[src/rtl/match_count_display.sv]
// match_count_display: counts rising edges of z as two BCD digits and
// multiplexes them onto a two-digit active-low seven-segment display.
module match_count_display #(
    parameter int REFRESH_W = 17
) (
    input  logic       clk,
    input  logic       rst,
    input  logic       z,
    input  logic       clr,
    output logic [6:0] seg,
    output logic [3:0] an,
    output logic       ovf
);
    logic                 z_d_q, z_d_d;
    logic                 arm_q, arm_d;
    logic [3:0]           ones_q, ones_d;
    logic [3:0]           tens_q, tens_d;
    logic                 ovf_q, ovf_d;
    logic [REFRESH_W-1:0] refresh_q, refresh_d;
    logic [6:0]           seg_q, seg_d;
    logic [3:0]           an_q, an_d;
    logic                 evt;
    logic                 sel;
    logic [3:0]           dig;

    function automatic logic [6:0] enc(input logic [3:0] d);
        case (d)
            4'd0:    enc = 7'h40;
            4'd1:    enc = 7'h79;
            4'd2:    enc = 7'h24;
            4'd3:    enc = 7'h30;
            4'd4:    enc = 7'h19;
            4'd5:    enc = 7'h12;
            4'd6:    enc = 7'h02;
            4'd7:    enc = 7'h78;
            4'd8:    enc = 7'h00;
            4'd9:    enc = 7'h10;
            default: enc = 7'h7F;
        endcase
    endfunction

    // arm_q masks the first edge after reset so a z already high at release is not an event
    always_comb begin
        z_d_d     = z;
        arm_d     = 1'b1;
        refresh_d = refresh_q + 1'b1;
        evt       = z & ~z_d_q & arm_q;
        ones_d    = ones_q;
        tens_d    = tens_q;
        ovf_d     = ovf_q;
        if (clr) begin
            ones_d = 4'd0;
            tens_d = 4'd0;
            ovf_d  = 1'b0;
        end else if (evt) begin
            ones_d = (ones_q == 4'd9) ? 4'd0 : ones_q + 4'd1;
            if (ones_q == 4'd9) begin
                tens_d = (tens_q == 4'd9) ? 4'd0 : tens_q + 4'd1;
                ovf_d  = ovf_q | (tens_q == 4'd9);
            end
        end
        sel   = refresh_q[REFRESH_W-1];
        dig   = sel ? tens_q : ones_q;
        seg_d = (sel && tens_q == 4'd0) ? 7'h7F : enc(dig);
        an_d  = (sel && tens_q == 4'd0) ? 4'b1111 : (sel ? 4'b1101 : 4'b1110);
    end

    always_ff @(posedge clk or negedge rst) begin
        if (!rst) begin
            z_d_q     <= 1'b0;
            arm_q     <= 1'b0;
            ones_q    <= 4'd0;
            tens_q    <= 4'd0;
            ovf_q     <= 1'b0;
            refresh_q <= '0;
            seg_q     <= 7'h7F;
            an_q      <= 4'b1111;
        end else begin
            z_d_q     <= z_d_d;
            arm_q     <= arm_d;
            ones_q    <= ones_d;
            tens_q    <= tens_d;
            ovf_q     <= ovf_d;
            refresh_q <= refresh_d;
            seg_q     <= seg_d;
            an_q      <= an_d;
        end
    end

    assign seg = seg_q;
    assign an  = an_q;
    assign ovf = ovf_q;
endmodule
[config.mk]
export PLATFORM = sky130hd
export DESIGN_NAME = match_count_display
export DESIGN_NICKNAME = d
export VERILOG_FILES = /design/src/rtl/match_count_display.sv
export SDC_FILE = /design/constraint.sdc
export NUM_CORES = 1
export LEC_CHECK = 0
export CAP_MARGIN = 20
export CORE_MARGIN = 2
export CORE_UTILIZATION = 40
export CTS_BUF_LIST = sky130_fd_sc_hd__clkbuf_4 sky130_fd_sc_hd__clkbuf_8
export DETAILED_ROUTE_END_ITERATION = 8
export GPL_ROUTABILITY_DRIVEN = 0
export PLACE_DENSITY = 0.72
export SYNTH_ARGS = -nofsm -noshare
export SYNTH_HDL_FRONTEND = slang
export SYNTH_SLANG_ARGS = --single-unit
[constraint.sdc]
create_clock -name clk -period 1.5 [get_ports clk]
set_input_delay 0.225 -clock clk [delete_from_list [all_inputs] [get_ports clk]]
set_output_delay 0.225 -clock clk [all_outputs]
set_load 0.005 [all_outputs]
======== Word level (Yosys, flattened, before mapping) ========
Memories as Yosys holds them, arrays and structs flattened.
Index checks and enable logic that the tools add are counted.
cells by class
  add/subtract/negate cells ............... 3
  eq/ne operators ......................... 2
  multiplexer cells ....................... 14
  bitwise logic cells ..................... 4
  reduce and logical (&&, ||, !) cells .... 5
operators with widths
  cell                                                              count
  4-bit 2-to-1 mux                                                  8
  17-bit by 1-bit adder with 17-bit output (second input constant)  1
  4-bit by 1-bit adder with 4-bit output (second input constant)    2
  4-bit == test (second input constant)                             2
  7-bit 2-to-1 mux                                                  1
  4-bit logical NOT                                                 1
  2-bit 2-to-1 mux                                                  2
  2-bit nonzero test                                                2
  1-bit 2-to-1 mux                                                  3
  1-bit AND                                                         2
  2-bit AND reduction                                               1
  1-bit logical AND                                                 1
  1-bit inverter                                                    1
  1-bit OR                                                          1
storage, ports and cells
  register bits after elaboration ......... 38
  bits in read-only memories .............. 112
  input bits .............................. 4
  output and inout port bits .............. 12
  logic and storage cells ................. 37
  memories kept ........................... 1
memory list
  name             words  width  rd ports  clocked after memory_dff  wr ports  RTL line  RTL
  (no name shown)  16     7      1         0                         0         27        case (d)

======== Depth between registers and ports, before layout ========
Gate-level depths: netlist (run 1).
  depth in word-level cells ............... 5
  mapped depth ............................ 6
  gate-level depth less buffers ........... 5

======== Least setup slack after synthesis (run 1) ========
No wires, ideal clock.
  path type ............................... reg2reg
  start ................................... register refresh_q[16]
  end ..................................... register seg_q[5], in the netlist seg[5]
  arrival ................................. 1.536 ns
  data required time ...................... 1.414 ns
  path slack .............................. -0.122 ns
  cell stages (with the launch flop) ...... 7
  buffers on the path ..................... 1
  clock period less this slack ............ 1.622 ns
  cell sequence ........................... dfrtp_1 > buf_6 > mux2i_1 > inv_1 > ha_1 > nor3_1 > a21oi_1
between the ends
  cells in the longest elaborated chain, start to end .. 3
  elaborated cells between the ends (all ways) .. 4
ends and longest elaborated chain
  item                    RTL line  RTL
  start, declared         19        logic [REFRESH_W-1:0] refresh_q, refresh_d;
  start signal, assigned  84        refresh_q <= refresh_d;
  4-bit 2-to-1 mux        63        dig = sel ? tens_q : ones_q;
  memory 16 x 7 bit       --
  7-bit 2-to-1 mux (*)    64        seg_d = (sel && tens_q == 4'd0) ? 7'h7F : enc(dig);
  net seg_d[5]            20        logic [6:0] seg_q, seg_d;
  end signal, assigned    85        seg_q <= seg_d;
  end, declared           20
The timed path passes the listed nets; every way through them passes the cells marked *.
A chain may end at the register's enable or synchronous reset.

======== Final worst setup path (run 1) ========
  start ................................... register refresh_q[16]
  end ..................................... register seg_q[4], in the netlist seg[4]
The elaborated chain is that of the path after synthesis.

==> results of run 1 <==
==> how the worst max path moves through the flow <==
| stage | start | endpoint | slack (ns) | cells past startpoint |
|---|---|---|---|---|
| detailed placement | z | tens_q[3]$_DFFE_PN0P_ | -0.22 | 4 |
| floorplan | ones_q[1]$_DFFE_PN0P_ | tens_q[3]$_DFFE_PN0P_ | -0.02 | 5 |
| global route | refresh_q[0]$_DFF_PN0_ | refresh_q[14]$_DFF_PN0_ | -0.03 | 4 |
| CTS | refresh_q[16]$_DFF_PN0_ | seg[4]$_DFF_PN1_ | 0.003 | 4 |
| global placement | z | tens_q[3]$_DFFE_PN0P_ | -0.17 | 4 |
| finish | refresh_q[16]$_DFF_PN0_ | seg[4]$_DFF_PN1_ | 0.03 | 4 |
==> worst max-delay path, cell delays in order (launching register included) <==
cell and delay, ns:
dfrtp_2 0.46, buf_6 0.14, mux2_4 0.35, mux2_4 0.31, a22oi_2 0.14
==> logic make-up (layout without fill, tap and decap cells) <==
kind of cell    after synthesis  in the layout
mux                           8              8
other cells                   1              3
fa+ha+maj                    11             11
xor+xnor                     16             16
simple gates                 56             56
buf+inv                      21             51
compound gates               25             25
flops                        37             37
==> metrics by stage <==
| stage | util (%) | hold WS, ns | total power, mW | setup WS, ns |
|---|---|---|---|---|
| detailed placement | 48.8 | 0.461 | 1.16 | -0.216 |
| floorplan | - | -0.0706 | 1.10 | -0.0151 |
| global placement | 48.8 | 0.456 | 1.16 | -0.167 |
| CTS | 51.2 | 0.301 | 2.00 | 0.00263 |
| finish | 52.5 | 0.296 | 1.99 | 0.0257 |
| global route | 52.5 | 0.312 | 2.08 | -0.0260 |
==> area by class of cell <==
cell class | instances | share of cell area [%]
flip-flops and latches | 37 | 40.4
multi-input cells | 119 | 38.6
repair buffers | 31 | 11.6
clock buffers | 5 | 2.95
well taps | 52 | 2.79
inverters | 12 | 1.93
clock inverters | 3 | 1.77
==> layout by cell type, fill, tap and decap left out, types with 4 or more instances in the layout <==
master	n
dfstp_2	9
xnor2_1	5
dlygate4sd2_1	9
ha_1	9
a21oi_1	12
inv_1	12
nand4_1	6
dfrtp_2	4
nor4_1	5
nor2_1	6
nand2_1	9
nor3_1	4
xor2_1	11
buf_4	16
clkdlybuf4s50_1	4
dfrtp_1	24
nand3_1	7
clkbuf_8	5
==> state kept, by name (all words and copies together), names as in the netlist <==
name       cells
arm_q          1
ovf            1
z_d_q          1
refresh_q     17
seg            7
ones_q         4
tens_q         4
an             2
==> power by group <==
group | internal, mW | total [mW] | switching [mW]
sequential | 1.02 | 1.03 | 0.0103
clock | 0.489 | 0.849 | 0.360
combinational | 0.0520 | 0.110 | 0.0580
==> metal layers <==
layer / vias to the layer above / share of wire, % / GRT usage (%) / wire [um]
met5: - / 0 / 0 / 0
met4: 0 / 1.6 / 6.17 / 52
met2: 33 / 49 / 20.6 / 1640
met3: 4 / 4.3 / 5.39 / 142
met1: 610 / 45 / 18.5 / 1500
li1: 662 / - / - / -
==> what timing repair did <==
| action | CTS | global route |
|---|---|---|
| setup buffers | 1 | 2 |
| endpoints found under the hold margin | 0 | 0 |
| resized for setup | 10 | 15 |
| pin swaps | 1 | 2 |
| endpoints found under the setup margin | 14 | 10 |
| hold buffers | 0 | 0 |
==> out/metrics.yaml, run 1 <==
clk_pin_slew_ns: 0.08
period_share_pct: 98.3
rsz0062_at_grt: "yes"
cts_made_buffers: 5
crit_fanout: 9
cts_tree: "done"
grt_pass1_vias: 1207
yosysMostFrequentCell: "dfrtp_1"
status: "finished clean"
ir_drop_uv: 675
synth-compound-area-share_pct: 7.50
grt-ovfl-total: 0
synth_commonest_cells: "28 x dfrtp_1, 13 x a21oi_1, 12 x inv_1, 11 x ha_1, 11 x xor2_1"
drtAntennaViolNets: 0
ys_ff_latch: 37
design_area_um2: 2330
syn_inst: 175
skew_ns: 0.0121
ff2ff_setup_slack_ns: 0.03
layout_min_cycle_time_ns: 1.47
final_nets: 221
crit_type: "reg2reg"
grt_usage_pct: 14.1
synth_top_cell_by_area: "dfrtp_1"
drc_errors: 0
syn_area_per_cell_um2: 10.8
cap_violations: 0
final_cells: 259
leakage_nw: 1.08
via_count: 1309
crit_path_end_kind: "flop"
first_iter_violations: 61
cp_data_required_time_ns: 1.72
finalSetupTns_ns: 0
wl_um: 3330
async_flop_share_pct: 100
die_w_um: 72.7
reg2reg_depth: 4
grt_start_max_net_pins: 38
drive_above_1_share_pct: 26.1
port_buffers: 13
die_h_um: 72.7
die_area_um2: 5280
synthSimpleGateAreaFrac_pct: 17.3
p_per_area_nw_per_um2: 853
initial_core_util_pct: 42.4
coreArea_um2: 4440
setup-violations-final: 0
dpl.cell_count: 248
grt_pass1_wl_um: 5610
grt_antenna_before_repair: 0
synth_top_family_by_area: "simple AND/OR/NAND/NOR gates"
yosys_warnings: 0
hold_viol: 0
hpwl_um: 2240
reg2reg_from: "refresh_q[16]$_DFF_PN0_"
cts_root_buffer: "clkbuf_8"
wire_per_inst_um: 12.8
cp.arrival_ns: 1.69
final-seq-area_um2: 942
synthAdderAreaFrac_pct: 7.30
synth_flop_cell: "dfrtp_1"
slew_viol_final: 0
hold_path.class: "in2async"
row_count: 24
cts_htree_levels: 2
timing.rr.end: "seg[4]$_DFF_PN1_"
cts.sinks: 37
synth_cell_types: 40
synth_top_cell_area_share_pct: 37.2
start_kind: "flop"
num_antenna_cells: 0
fmax_mhz: 678
synth_edf_count: 0
clk_latency_ns: 0.30
dr.pass1.iters: 4
synth_xor_area_share_pct: 7.43
io_pins: 16
synth_area_um2: 1890
fill_cells: 406
placed_area_um2: 2170
area_growth_pct: 23.7
cts_max_path_buffers: 2
synth.mux.area_fraction_pct: 5.11
synth_seq_area_share_pct: 49.7
vias_per_cell: 5.05
multiInputGateArea_um2: 900
yosys-top-cells-area: "dfrtp_1 37%, dfstp_2 13%, ha_1 7.3%"
Note: power is estimated with default switching activity, not from simulation.
==> run 2: changes to the inputs <==
- SETUP_SLACK_MARGIN: unset -> 0.2
==> out/metrics.yaml, run 2 (synthesis gave the netlist of run 1 again) <==
clk_pin_slew_ns: 0.08
largest_reg_flops: 17
combPwrFrac_pct: 8.4
final_cell_mix: "22 x dfrtp_1, 22 x buf_4, 12 x buf_6, 11 x xor2_1, 10 x dlygate4sd2_1"
first_iter_violations: 50
cts_made_buffers: 5
io_pins: 16
grt_usage_pct: 15.2
seq_power_share_pct: 55.1
path_cells: "mux2i_4, buf_6, buf_6, ha_4, mux2i_4, a21oi_2"
fill_cells: 341
wl_um: 3950
placed_area_um2: 2190
cap_violations: 0
die_w_um: 72.7
slowest_stage: "dfrtp_2"
fmax_mhz: 691
final_cells: 277
post-route-util_pct: 61.3
cts.sinks: 37
wire_per_inst_um: 14.3
die_area_um2: 5280
layout_min_cycle_time_ns: 1.45
grt_antenna_before_repair: 0
p_sw_mw: 0.448
cp.arrival_ns: 1.66
crit_path_end_kind: "flop"
slew_viol_final: 0
ir_drop_uv: 382
drc_errors: 0
hold_viol: 0
area_growth_pct: 44.6
grt_pass1_wl_um: 6220
start_kind: "flop"
regMostFlops: "refresh_q"
power_mw: 1.87
p_per_area_nw_per_um2: 685
via_count: 1449
skew_ns: 0.00484
coreArea_um2: 4440
drtAntennaViolNets: 0
cts_root_buffer: "clkbuf_8"
leakage_nw: 1.24
vias_per_cell: 5.23
grt_pass1_vias: 1349
finalSetupTns_ns: 0
design_area_um2: 2730
crit_type: "reg2reg"
cp_data_required_time_ns: 1.72
swShare_pct: 24.0
rsz0062_at_grt: "yes"
cp.buffers_inverters: 2
clk_latency_ns: 0.29
hold_path.class: "in2async"
cts_tree: "done"
grt_start_max_net_pins: 22
hpwl_um: 2290
clkPwrFrac_pct: 36.6
status: "finished clean"
period_share_pct: 96.5
dr.pass1.iters: 4
grt-ovfl-total: 0
dpl.cell_count: 247
die_h_um: 72.7
initial_core_util_pct: 42.4
p_int_mw: 1.42
cts_htree_levels: 2
num_antenna_cells: 0
cts_max_path_buffers: 2
final_nets: 239
drive_above_1_share_pct: 48.0
port_buffers: 13
row_count: 24
setup-violations-final: 0
crit_fanout: 4
crit_family: "flip-flops"
slowest_delay_ns: 0.48
run 2: changes by cell type in the layout (fill, tap and decap cells not counted), moves of 4 or more:
cell / change
inv_1: -5
buf_4: +6
buf_6: +11
ha_4: +5
nor4_1: -5
ha_1: -6
a21oi_1: -6
inv_2: +4
a21oi_2: +6
run 2: area by class of cell:
class                   instances  area [um2]  share of cell area, %
flip-flops and latches         37         945                   34.6
inverters                      12        52.6                   1.93
clock buffers                   5        68.8                   2.52
well taps                      52        65.1                   2.39
repair buffers                 49         443                   16.2
clock inverters                 3        17.5                  0.642
multi-input cells             119        1130                   41.6
run 2: worst reg2reg max path, cell delays in order, from the launching register on:
cell and delay, ns:
dfrtp_2 0.48, mux2i_4 0.22, buf_6 0.14, buf_6 0.11, ha_4 0.15, mux2i_4 0.18
a21oi_2 0.09
run 2: timing repair:
action,CTS,global route
resized for setup,47,34
setup endpoints to repair,31,25
endpoints found under the hold margin,7,0
pin swaps,8,9
buffers inserted,13,8
hold buffers,1,0
run 2: layer usage:
| layer | share of wire (%) | vias up | GRT usage (%) |
|---|---|---|---|
| met5 | 0 | - | 0 |
| met4 | 1.3 | 0 | 4.94 |
| met3 | 3.4 | 5 | 4.14 |
| li1 | - | 710 | - |
| met1 | 44 | 704 | 19.2 |
| met2 | 51 | 30 | 25.5 |
run 2: power groups by stage:
stage | sequential, mW | combinational (mW) | clock, mW
floorplan | 1.05 | 0.0609 | 0
global placement | 1.05 | 0.117 | 0
detailed placement | 1.05 | 0.118 | 0
CTS | 1.03 | 0.140 | 0.700
global route | 1.03 | 0.173 | 0.753
finish | 1.03 | 0.157 | 0.683
run 2: through the flow:
step                hold slack [ns]  setup WS, ns
floorplan                   -0.0706        0.0757
global placement              0.167        -0.100
detailed placement            0.169        -0.125
CTS                           0.386        0.0452
global route                  0.412       -0.0223
finish                        0.385        0.0530
run 2: final timing paths:
path / start / end / slack (ns) / cells past startpoint
worst max-delay path: refresh_q[16]$_DFF_PN0_ / seg[0]$_DFF_PN1_ / 0.05 / 6
worst min-delay path: rst / refresh_q[10]$_DFF_PN0_ / 0.39 / 2
worst max register to register: refresh_q[16]$_DFF_PN0_ / seg[0]$_DFF_PN1_ / 0.05 / 6
worst min register to register: refresh_q[15]$_DFF_PN0_ / refresh_q[15]$_DFF_PN0_ / 0.48 / 1
max in group asynchronous: rst / ones_q[0]$_DFFE_PN0P_ / 0.65 / 3
min in group clk: z / z_d_q$_DFF_PN0_ / 0.48 / 1
